[src/rtl/mem_arbiter_if.sv]
// Bundle of signals between the two requesters, the arbiter and the memory system.
interface mem_arbiter_if;
  localparam int unsigned AW = 32;
  localparam int unsigned DW = 32;

  logic [AW-1:0] p0_addr;
  logic [AW-1:0] p1_addr;
  logic [DW-1:0] p0_wdata;
  logic [DW-1:0] p1_wdata;
  logic          p0_rd;
  logic          p1_rd;
  logic          p0_wr;
  logic          p1_wr;
  logic [DW-1:0] p0_rdata;
  logic [DW-1:0] p1_rdata;
  logic          p0_done;
  logic          p1_done;
  logic          p0_stall;
  logic          p1_stall;
  logic [AW-1:0] mem_addr;
  logic [DW-1:0] mem_wdata;
  logic          mem_rd;
  logic          mem_wr;
  logic [DW-1:0] mem_rdata;
  logic          mem_done;
  logic          mem_stall;
  logic          busy;
  logic          grant;

  modport slave (
    input  p0_addr, p1_addr, p0_wdata, p1_wdata, p0_rd, p1_rd, p0_wr, p1_wr,
    input  mem_rdata, mem_done, mem_stall,
    output p0_rdata, p1_rdata, p0_done, p1_done, p0_stall, p1_stall,
    output mem_addr, mem_wdata, mem_rd, mem_wr, busy, grant
  );

  modport master (
    output p0_addr, p1_addr, p0_wdata, p1_wdata, p0_rd, p1_rd, p0_wr, p1_wr,
    output mem_rdata, mem_done, mem_stall,
    input  p0_rdata, p1_rdata, p0_done, p1_done, p0_stall, p1_stall,
    input  mem_addr, mem_wdata, mem_rd, mem_wr, busy, grant
  );
endinterface

[src/rtl/mem_arbiter.sv]
// Two-port (fetch/data) arbiter in front of a single-outstanding memory interface.
// Define MEM_ARB_ROUND_ROBIN_EN for round-robin contention; default is port 1 priority.
module mem_arbiter (
  input logic         clk,
  input logic         rst,
  mem_arbiter_if.slave bus
);
  localparam int unsigned DW = 32;
  localparam int unsigned AW = 32;

  typedef enum logic [1:0] {IDLE, ISSUE, RESP} state_t;

  state_t        state;
  logic [AW-1:0] addr_q;
  logic [DW-1:0] wdata_q;
  logic [DW-1:0] rdata_q;
  logic          rd_q;
  logic          wr_q;
  logic          done0_q;
  logic          done1_q;
  logic          busy_q;
  logic          grant_q;
  logic          req0;
  logic          req1;
  logic          win;
  logic          win_wr;
  logic          unused_mem_stall;

  assign req0   = bus.p0_rd | bus.p0_wr;
  assign req1   = bus.p1_rd | bus.p1_wr;
  assign win_wr = win ? bus.p1_wr : bus.p0_wr;
  assign unused_mem_stall = bus.mem_stall;

`ifdef MEM_ARB_ROUND_ROBIN_EN
  logic last_grant;

  // On contention the port that did not win last time goes next.
  always_comb begin
    win = req1;
    if (req0 && req1) win = ~last_grant;
  end

  always_ff @(posedge clk) begin
    if (rst) last_grant <= 1'b1;
    else if (state == IDLE && (req0 || req1)) last_grant <= win;
  end
`else
  always_comb begin
    win = req1;
  end
`endif

  always_ff @(posedge clk) begin
    if (rst) begin
      state   <= IDLE;
      addr_q  <= '0;
      wdata_q <= '0;
      rdata_q <= '0;
      rd_q    <= 1'b0;
      wr_q    <= 1'b0;
      done0_q <= 1'b0;
      done1_q <= 1'b0;
      busy_q  <= 1'b0;
      grant_q <= 1'b0;
    end else begin
      case (state)
        IDLE: begin
          if (req0 || req1) begin
            state   <= ISSUE;
            busy_q  <= 1'b1;
            grant_q <= win;
            addr_q  <= win ? bus.p1_addr : bus.p0_addr;
            wdata_q <= win ? bus.p1_wdata : bus.p0_wdata;
            wr_q    <= win_wr;
            rd_q    <= ~win_wr;
          end
        end
        ISSUE: begin
          // Strobes and payload are held until the memory completes.
          if (bus.mem_done) begin
            state   <= RESP;
            rd_q    <= 1'b0;
            wr_q    <= 1'b0;
            if (rd_q) rdata_q <= bus.mem_rdata;
            done0_q <= ~grant_q;
            done1_q <= grant_q;
          end
        end
        RESP: begin
          state   <= IDLE;
          busy_q  <= 1'b0;
          done0_q <= 1'b0;
          done1_q <= 1'b0;
        end
        default: state <= IDLE;
      endcase
    end
  end

  assign bus.p0_rdata  = rdata_q;
  assign bus.p1_rdata  = rdata_q;
  assign bus.p0_done   = done0_q;
  assign bus.p1_done   = done1_q;
  assign bus.p0_stall  = req0 & ~done0_q;
  assign bus.p1_stall  = req1 & ~done1_q;
  assign bus.mem_addr  = addr_q;
  assign bus.mem_wdata = wdata_q;
  assign bus.mem_rd    = rd_q;
  assign bus.mem_wr    = wr_q;
  assign bus.busy      = busy_q;
  assign bus.grant     = grant_q;
endmodule

[src/flat_wrapper.sv]
// flat-port wrapper written by rule: the top's interface ports become plain ports
module mem_arbiter_flat 
  (clk, rst, bus_p0_addr, bus_p1_addr, bus_p0_wdata, bus_p1_wdata, bus_p0_rd, bus_p1_rd, bus_p0_wr, bus_p1_wr, bus_mem_rdata, bus_mem_done, bus_mem_stall, bus_p0_rdata, bus_p1_rdata, bus_p0_done, bus_p1_done, bus_p0_stall, bus_p1_stall, bus_mem_addr, bus_mem_wdata, bus_mem_rd, bus_mem_wr, bus_busy, bus_grant);
  mem_arbiter_if bus_i ();
  input logic clk;
  input logic rst;
  input wire logic [$bits(bus_i.p0_addr)-1:0] bus_p0_addr;
  input wire logic [$bits(bus_i.p1_addr)-1:0] bus_p1_addr;
  input wire logic [$bits(bus_i.p0_wdata)-1:0] bus_p0_wdata;
  input wire logic [$bits(bus_i.p1_wdata)-1:0] bus_p1_wdata;
  input wire logic [$bits(bus_i.p0_rd)-1:0] bus_p0_rd;
  input wire logic [$bits(bus_i.p1_rd)-1:0] bus_p1_rd;
  input wire logic [$bits(bus_i.p0_wr)-1:0] bus_p0_wr;
  input wire logic [$bits(bus_i.p1_wr)-1:0] bus_p1_wr;
  input wire logic [$bits(bus_i.mem_rdata)-1:0] bus_mem_rdata;
  input wire logic [$bits(bus_i.mem_done)-1:0] bus_mem_done;
  input wire logic [$bits(bus_i.mem_stall)-1:0] bus_mem_stall;
  output wire logic [$bits(bus_i.p0_rdata)-1:0] bus_p0_rdata;
  output wire logic [$bits(bus_i.p1_rdata)-1:0] bus_p1_rdata;
  output wire logic [$bits(bus_i.p0_done)-1:0] bus_p0_done;
  output wire logic [$bits(bus_i.p1_done)-1:0] bus_p1_done;
  output wire logic [$bits(bus_i.p0_stall)-1:0] bus_p0_stall;
  output wire logic [$bits(bus_i.p1_stall)-1:0] bus_p1_stall;
  output wire logic [$bits(bus_i.mem_addr)-1:0] bus_mem_addr;
  output wire logic [$bits(bus_i.mem_wdata)-1:0] bus_mem_wdata;
  output wire logic [$bits(bus_i.mem_rd)-1:0] bus_mem_rd;
  output wire logic [$bits(bus_i.mem_wr)-1:0] bus_mem_wr;
  output wire logic [$bits(bus_i.busy)-1:0] bus_busy;
  output wire logic [$bits(bus_i.grant)-1:0] bus_grant;
  assign bus_i.p0_addr = bus_p0_addr;
  assign bus_i.p1_addr = bus_p1_addr;
  assign bus_i.p0_wdata = bus_p0_wdata;
  assign bus_i.p1_wdata = bus_p1_wdata;
  assign bus_i.p0_rd = bus_p0_rd;
  assign bus_i.p1_rd = bus_p1_rd;
  assign bus_i.p0_wr = bus_p0_wr;
  assign bus_i.p1_wr = bus_p1_wr;
  assign bus_i.mem_rdata = bus_mem_rdata;
  assign bus_i.mem_done = bus_mem_done;
  assign bus_i.mem_stall = bus_mem_stall;
  assign bus_p0_rdata = bus_i.p0_rdata;
  assign bus_p1_rdata = bus_i.p1_rdata;
  assign bus_p0_done = bus_i.p0_done;
  assign bus_p1_done = bus_i.p1_done;
  assign bus_p0_stall = bus_i.p0_stall;
  assign bus_p1_stall = bus_i.p1_stall;
  assign bus_mem_addr = bus_i.mem_addr;
  assign bus_mem_wdata = bus_i.mem_wdata;
  assign bus_mem_rd = bus_i.mem_rd;
  assign bus_mem_wr = bus_i.mem_wr;
  assign bus_busy = bus_i.busy;
  assign bus_grant = bus_i.grant;
  mem_arbiter u_core (.clk(clk), .rst(rst), .bus(bus_i));
endmodule
[config.mk]
export PLATFORM = sky130hd
export DESIGN_NAME = mem_arbiter_flat
export DESIGN_NICKNAME = d
export VERILOG_FILES = /design/src/rtl/mem_arbiter_if.sv /design/src/rtl/mem_arbiter.sv /design/src/flat_wrapper.sv
export SDC_FILE = /design/constraint.sdc
export NUM_CORES = 1
export LEC_CHECK = 0
export CORE_AREA = 2 2 117 119
export DETAILED_ROUTE_END_ITERATION = 10
export DIE_AREA = 0 0 119 121
export PLACE_DENSITY = 0.83
export SLEW_MARGIN = 20
export SYNTH_ARGS = -nofsm -noshare
export SYNTH_HDL_FRONTEND = slang
export SYNTH_SLANG_ARGS = --single-unit
[constraint.sdc]
create_clock -name clk -period 3.54 [get_ports clk]
set_input_delay 0.531 -clock clk [delete_from_list [all_inputs] [get_ports clk]]
set_output_delay 0.531 -clock clk [all_outputs]
set_load 0.02 [all_outputs]
==> flow_summary.html <==
<table>
<tr><th>Metric</th><th>Value</th></tr>
<tr><th colspan="2">Outcome</th></tr>
<tr><td>Result of the run</td><td>finished clean</td></tr>
<tr><th colspan="2">Drt</th></tr>
<tr><td>Routed len/inst</td><td>around 16 um</td></tr>
<tr><td>First-pass iteration count of the detailed router</td><td>4</td></tr>
<tr><td>Total Routed Length</td><td>15.3 mm</td></tr>
<tr><td>Number of remaining DRC errors</td><td>0</td></tr>
<tr><td>First DRT Iteration DRCs</td><td>263</td></tr>
<tr><td>Number of vias in the routed layout</td><td>4594</td></tr>
<tr><td>Number of nets with antenna violations after routing</td><td>0</td></tr>
<tr><td>Routed via count divided by cell count</td><td>~5</td></tr>
<tr><th colspan="2">Logic synthesis</th></tr>
<tr><td>Number of distinct standard cells referenced by the synthesized netlist</td><td>29</td></tr>
<tr><td>Average cell area after synthesis</td><td>9.43 um2</td></tr>
<tr><td>Net count after synthesis</td><td>approximately 680</td></tr>
<tr><td>Instance count of the mapped netlist</td><td>approximately 500</td></tr>
<tr><td>Synth Cell Area</td><td>between 0.004 and 0.005 mm2</td></tr>
<tr><td>Dominant cells by area after synthesis</td><td>sky130_fd_sc_hd__dfxtp_1 43%, sky130_fd_sc_hd__mux2i_1 14%, sky130_fd_sc_hd__a21oi_1 10%, sky130_fd_sc_hd__a211oi_2 10%, sky130_fd_sc_hd__nand2_1 5.1%</td></tr>
<tr><td>Number of enable-type register cells in the synthesized netlist</td><td>0</td></tr>
<tr><td>Top cell type's share of synthesized area</td><td>0.432</td></tr>
<tr><td>Async set-or-reset flop fraction in the synthesized netlist</td><td>0</td></tr>
<tr><td>Number of register bits inferred by synthesis</td><td>104</td></tr>
<tr><td>Synthesis Warnings</td><td>0</td></tr>
<tr><td>Register area share after synthesis</td><td>0.432</td></tr>
<tr><td>Primary FF master, synth</td><td>sky130_fd_sc_hd__dfxtp_1</td></tr>
<tr><td>Area leader, netlist</td><td>sky130_fd_sc_hd__dfxtp_1</td></tr>
<tr><th colspan="2">GRT</th></tr>
<tr><td>Number of antenna violations at the first check in global routing</td><td>2</td></tr>
<tr><td>Total congestion overflow</td><td>0</td></tr>
<tr><td>Total global-route track usage</td><td>0.206</td></tr>
<tr><td>Pin count of the biggest net entering global routing</td><td>68</td></tr>
<tr><td>Via count of the first global-routing pass</td><td>4626</td></tr>
<tr><td>Global-route wire length before repair</td><td>roughly 24 mm</td></tr>
<tr><th colspan="2">Clock network</th></tr>
<tr><td>Clock sink count</td><td>roughly 100</td></tr>
<tr><td>Hold buffer count at cts</td><td>0</td></tr>
<tr><td>Number of clock buffers inserted by TritonCTS</td><td>9</td></tr>
<tr><td>CTS H-tree depth</td><td>3</td></tr>
<tr><td>Total setup buffers inserted after CTS</td><td>0</td></tr>
<tr><td>Clock tree from TritonCTS</td><td>done</td></tr>
<tr><td>Clock tree root buffer cell</td><td>sky130_fd_sc_hd__clkbuf_16</td></tr>
<tr><td>Worst-path clk slew</td><td>70 ps</td></tr>
<tr><td>Clock latency on the worst-skew pair</td><td>340 ps</td></tr>
<tr><td>Clock Tree Buf Depth</td><td>2</td></tr>
<tr><td># resized after CTS</td><td>0</td></tr>
<tr><th colspan="2">Placed design</th></tr>
<tr><td>HPWL after DPL</td><td>~11 mm</td></tr>
<tr><td>Worst slack after detailed placement</td><td>838 ps</td></tr>
<tr><td>IO buf count</td><td>slightly above 300</td></tr>
<tr><td>Total placed cells including tap cells</td><td>913</td></tr>
<tr><td>Routability Congestion</td><td>about 0.85</td></tr>
<tr><th colspan="2">Worst setup path</th></tr>
<tr><td>Maximum net fanout on the critical path</td><td>3</td></tr>
<tr><td>Slowest cell on the critical path</td><td>sky130_fd_sc_hd__clkdlybuf4s50_1</td></tr>
<tr><td>Combined buffer and inverter count along the critical path</td><td>2</td></tr>
<tr><td>Arrival time of the worst setup path</td><td>1940 ps</td></tr>
<tr><td>Crit end category</td><td>output pin</td></tr>
<tr><td>Data required time of the critical path</td><td>~3000 ps</td></tr>
<tr><td>Classification of the worst setup path</td><td>primary input to output pin</td></tr>
<tr><td>Startpoint class of the critical path</td><td>primary input</td></tr>
<tr><td>Cells along the critical path</td><td>clkdlybuf4s50_1 -&gt; nor2_1 -&gt; nor2_1 -&gt; clkdlybuf4s50_1</td></tr>
<tr><td>Delay of the slowest critical-path stage</td><td>650 ps</td></tr>
<tr><td>Largest delay contributor family on the critical path</td><td>buffers and inverters</td></tr>
<tr><th colspan="2">Pwr</th></tr>
<tr><td>Maximum ir drop on the vdd rail</td><td>265 uV</td></tr>
<tr><td>Static leakage</td><td>approximately 2.8 nW</td></tr>
<tr><td>Overall power consumption</td><td>just over 3 mW</td></tr>
<tr><td>Power per Cell Area</td><td>just under 400 mW/mm2</td></tr>
<tr><th colspan="2">Layout</th></tr>
<tr><td>Most frequent standard cell in the layout excluding fill and tap cells</td><td>sky130_fd_sc_hd__clkdlybuf4s50_1</td></tr>
<tr><td>Area Growth Syn to Fin</td><td>64.7%</td></tr>
<tr><td>Final cell count without fillers</td><td>930</td></tr>
<tr><td>Top library cells by usage in the layout, fill and taps aside</td><td>301 x sky130_fd_sc_hd__clkdlybuf4s50_1, 104 x sky130_fd_sc_hd__dfxtp_1, 99 x sky130_fd_sc_hd__a21oi_1</td></tr>
<tr><td>Count of nets after finishing</td><td>around 920</td></tr>
<tr><td>Share of cells above drive strength 1</td><td>0.0838</td></tr>
<tr><th colspan="2">STA</th></tr>
<tr><td>Period minus WS final</td><td>between 2000 and 2500 ps</td></tr>
<tr><td>Highest achievable clock rate</td><td>405 MHz</td></tr>
<tr><td>Setup TNS</td><td>0 ps</td></tr>
<tr><td>Actual transition at the worst max-transition pin</td><td>about 960 ps</td></tr>
<tr><td>Slew HR</td><td>0.361</td></tr>
<tr><td>Unrepaired setup endpoints after global routing</td><td>no</td></tr>
<tr><td>Final period utilization</td><td>0.698</td></tr>
<tr><td>Number of failing setup endpoints in the final timing report</td><td>0</td></tr>
<tr><td>Worst setup margin</td><td>roughly 1100 ps</td></tr>
<tr><td>Total count of hold-check failures in the final report</td><td>0</td></tr>
<tr><td>Worst clock skew</td><td>around 5.8 ps</td></tr>
<tr><td>Final max-slew violation count</td><td>0</td></tr>
<tr><th colspan="2">Floorplan</th></tr>
<tr><td>Die H</td><td>121 um</td></tr>
<tr><td>Effective utilization at floorplan</td><td>0.368</td></tr>
<tr><td>Standard-cell row count</td><td>42</td></tr>
<tr><td>Num ports</td><td>roughly 300</td></tr>
<tr><td>Core Region</td><td>0.0131 mm2</td></tr>
<tr><td>Overall die area</td><td>about 0.014 mm2</td></tr>
<tr><td>Chip width</td><td>approximately 120 um</td></tr>
<tr><th colspan="2">Job</th></tr>
<tr><td>Total of max-cap violations</td><td>0</td></tr>
<tr><th colspan="2">Worst hold path</th></tr>
<tr><td>Worst hold path type</td><td>register to register</td></tr>
</table>
## final cells by class
cell class	instances	area [um2]
well taps	176	220
inverters	2	7.51
clock inverters	3	18.8
repair buffers	308	3090
flip-flops and latches	104	2080
diodes	2	5.00
fillers	1038	5150
multi-input cells	323	2260
clock buffers	12	246
## synth_stat cells (all sizes together), types with 2 or more instances
| master | n |
|---|---|
| nand4b | 2 |
| nand2 | 65 |
| buf | 49 |
| inv | 2 |
| dfxtp | 104 |
| a211oi | 65 |
| mux2i | 65 |
| nor2 | 8 |
| o21ai | 2 |
| a31oi | 2 |
| clkbuf | 33 |
| a21oi | 99 |
| nand3 | 4 |
## flip-flops by register name, summed over array words and instances, names as in the netlist, 2 cells and up
| register | cells |
|---|---|
| u_core.bus.mem_addr | 32 |
| u_core.bus.mem_wdata | 32 |
| u_core.bus.p0_rdata | 32 |
| u_core.state | 2 |
## power by group
part / internal [mW] / total, mW / switching (mW)
sequential: 1.26 / 1.32 / 0.0559
clock: 0.492 / 0.907 / 0.415
combinational: 0.449 / 0.853 / 0.404
total: 2.20 / 3.08 / 0.875
## path summary, 6_finish.rpt
path                                   startpoint                      end  slack, ps  depth (start not counted)
worst min-delay path            u_core.bus.mem_wr        u_core.bus.mem_wr        460                          2
worst max register to register    u_core.state[0]  u_core.bus.mem_addr[13]       1760                          3
worst max-delay path                    bus_p0_wr             bus_p0_stall       1070                          4
worst min register to register  u_core.bus.mem_wr        u_core.bus.mem_wr        460                          2
## kinds of logic (layout without fill, tap and decap cells)
group,count (synthesis),count (layout),share of synthesized area
compound gates,171,171,0.255
flops,104,104,0.432
simple gates,87,87,0.0771
buf+inv,84,325,0.101
mux,65,65,0.135
other cells,0,2,0
## per-stage QoR
step,util,cell area (um2),hold slack (ps)
final,0.606,7940,464
after global routing,0.606,7930,497
after CTS,0.606,7930,469
after detailed placement,0.586,7660,457
after global placement,0.586,7660,456
after floorplan,-,4820,539
## per-layer routing
metal,up-vias,part of all wire,GRT usage
li1,2279,-,-
met1,2101,0.37,0.209
met2,194,0.52,0.381
met3,20,0.087,0.0761
met4,0,0.021,0.0826
met5,-,0,0
## worst min-delay path: cells and delay by family (launching register included)
kind | cells | cell delay, ps
AOI/OAI and AO/OA | 1 | 50
DFF | 1 | 310
and+or+nand+nor | 1 | 60
Power figures use the tool's default switching activity.
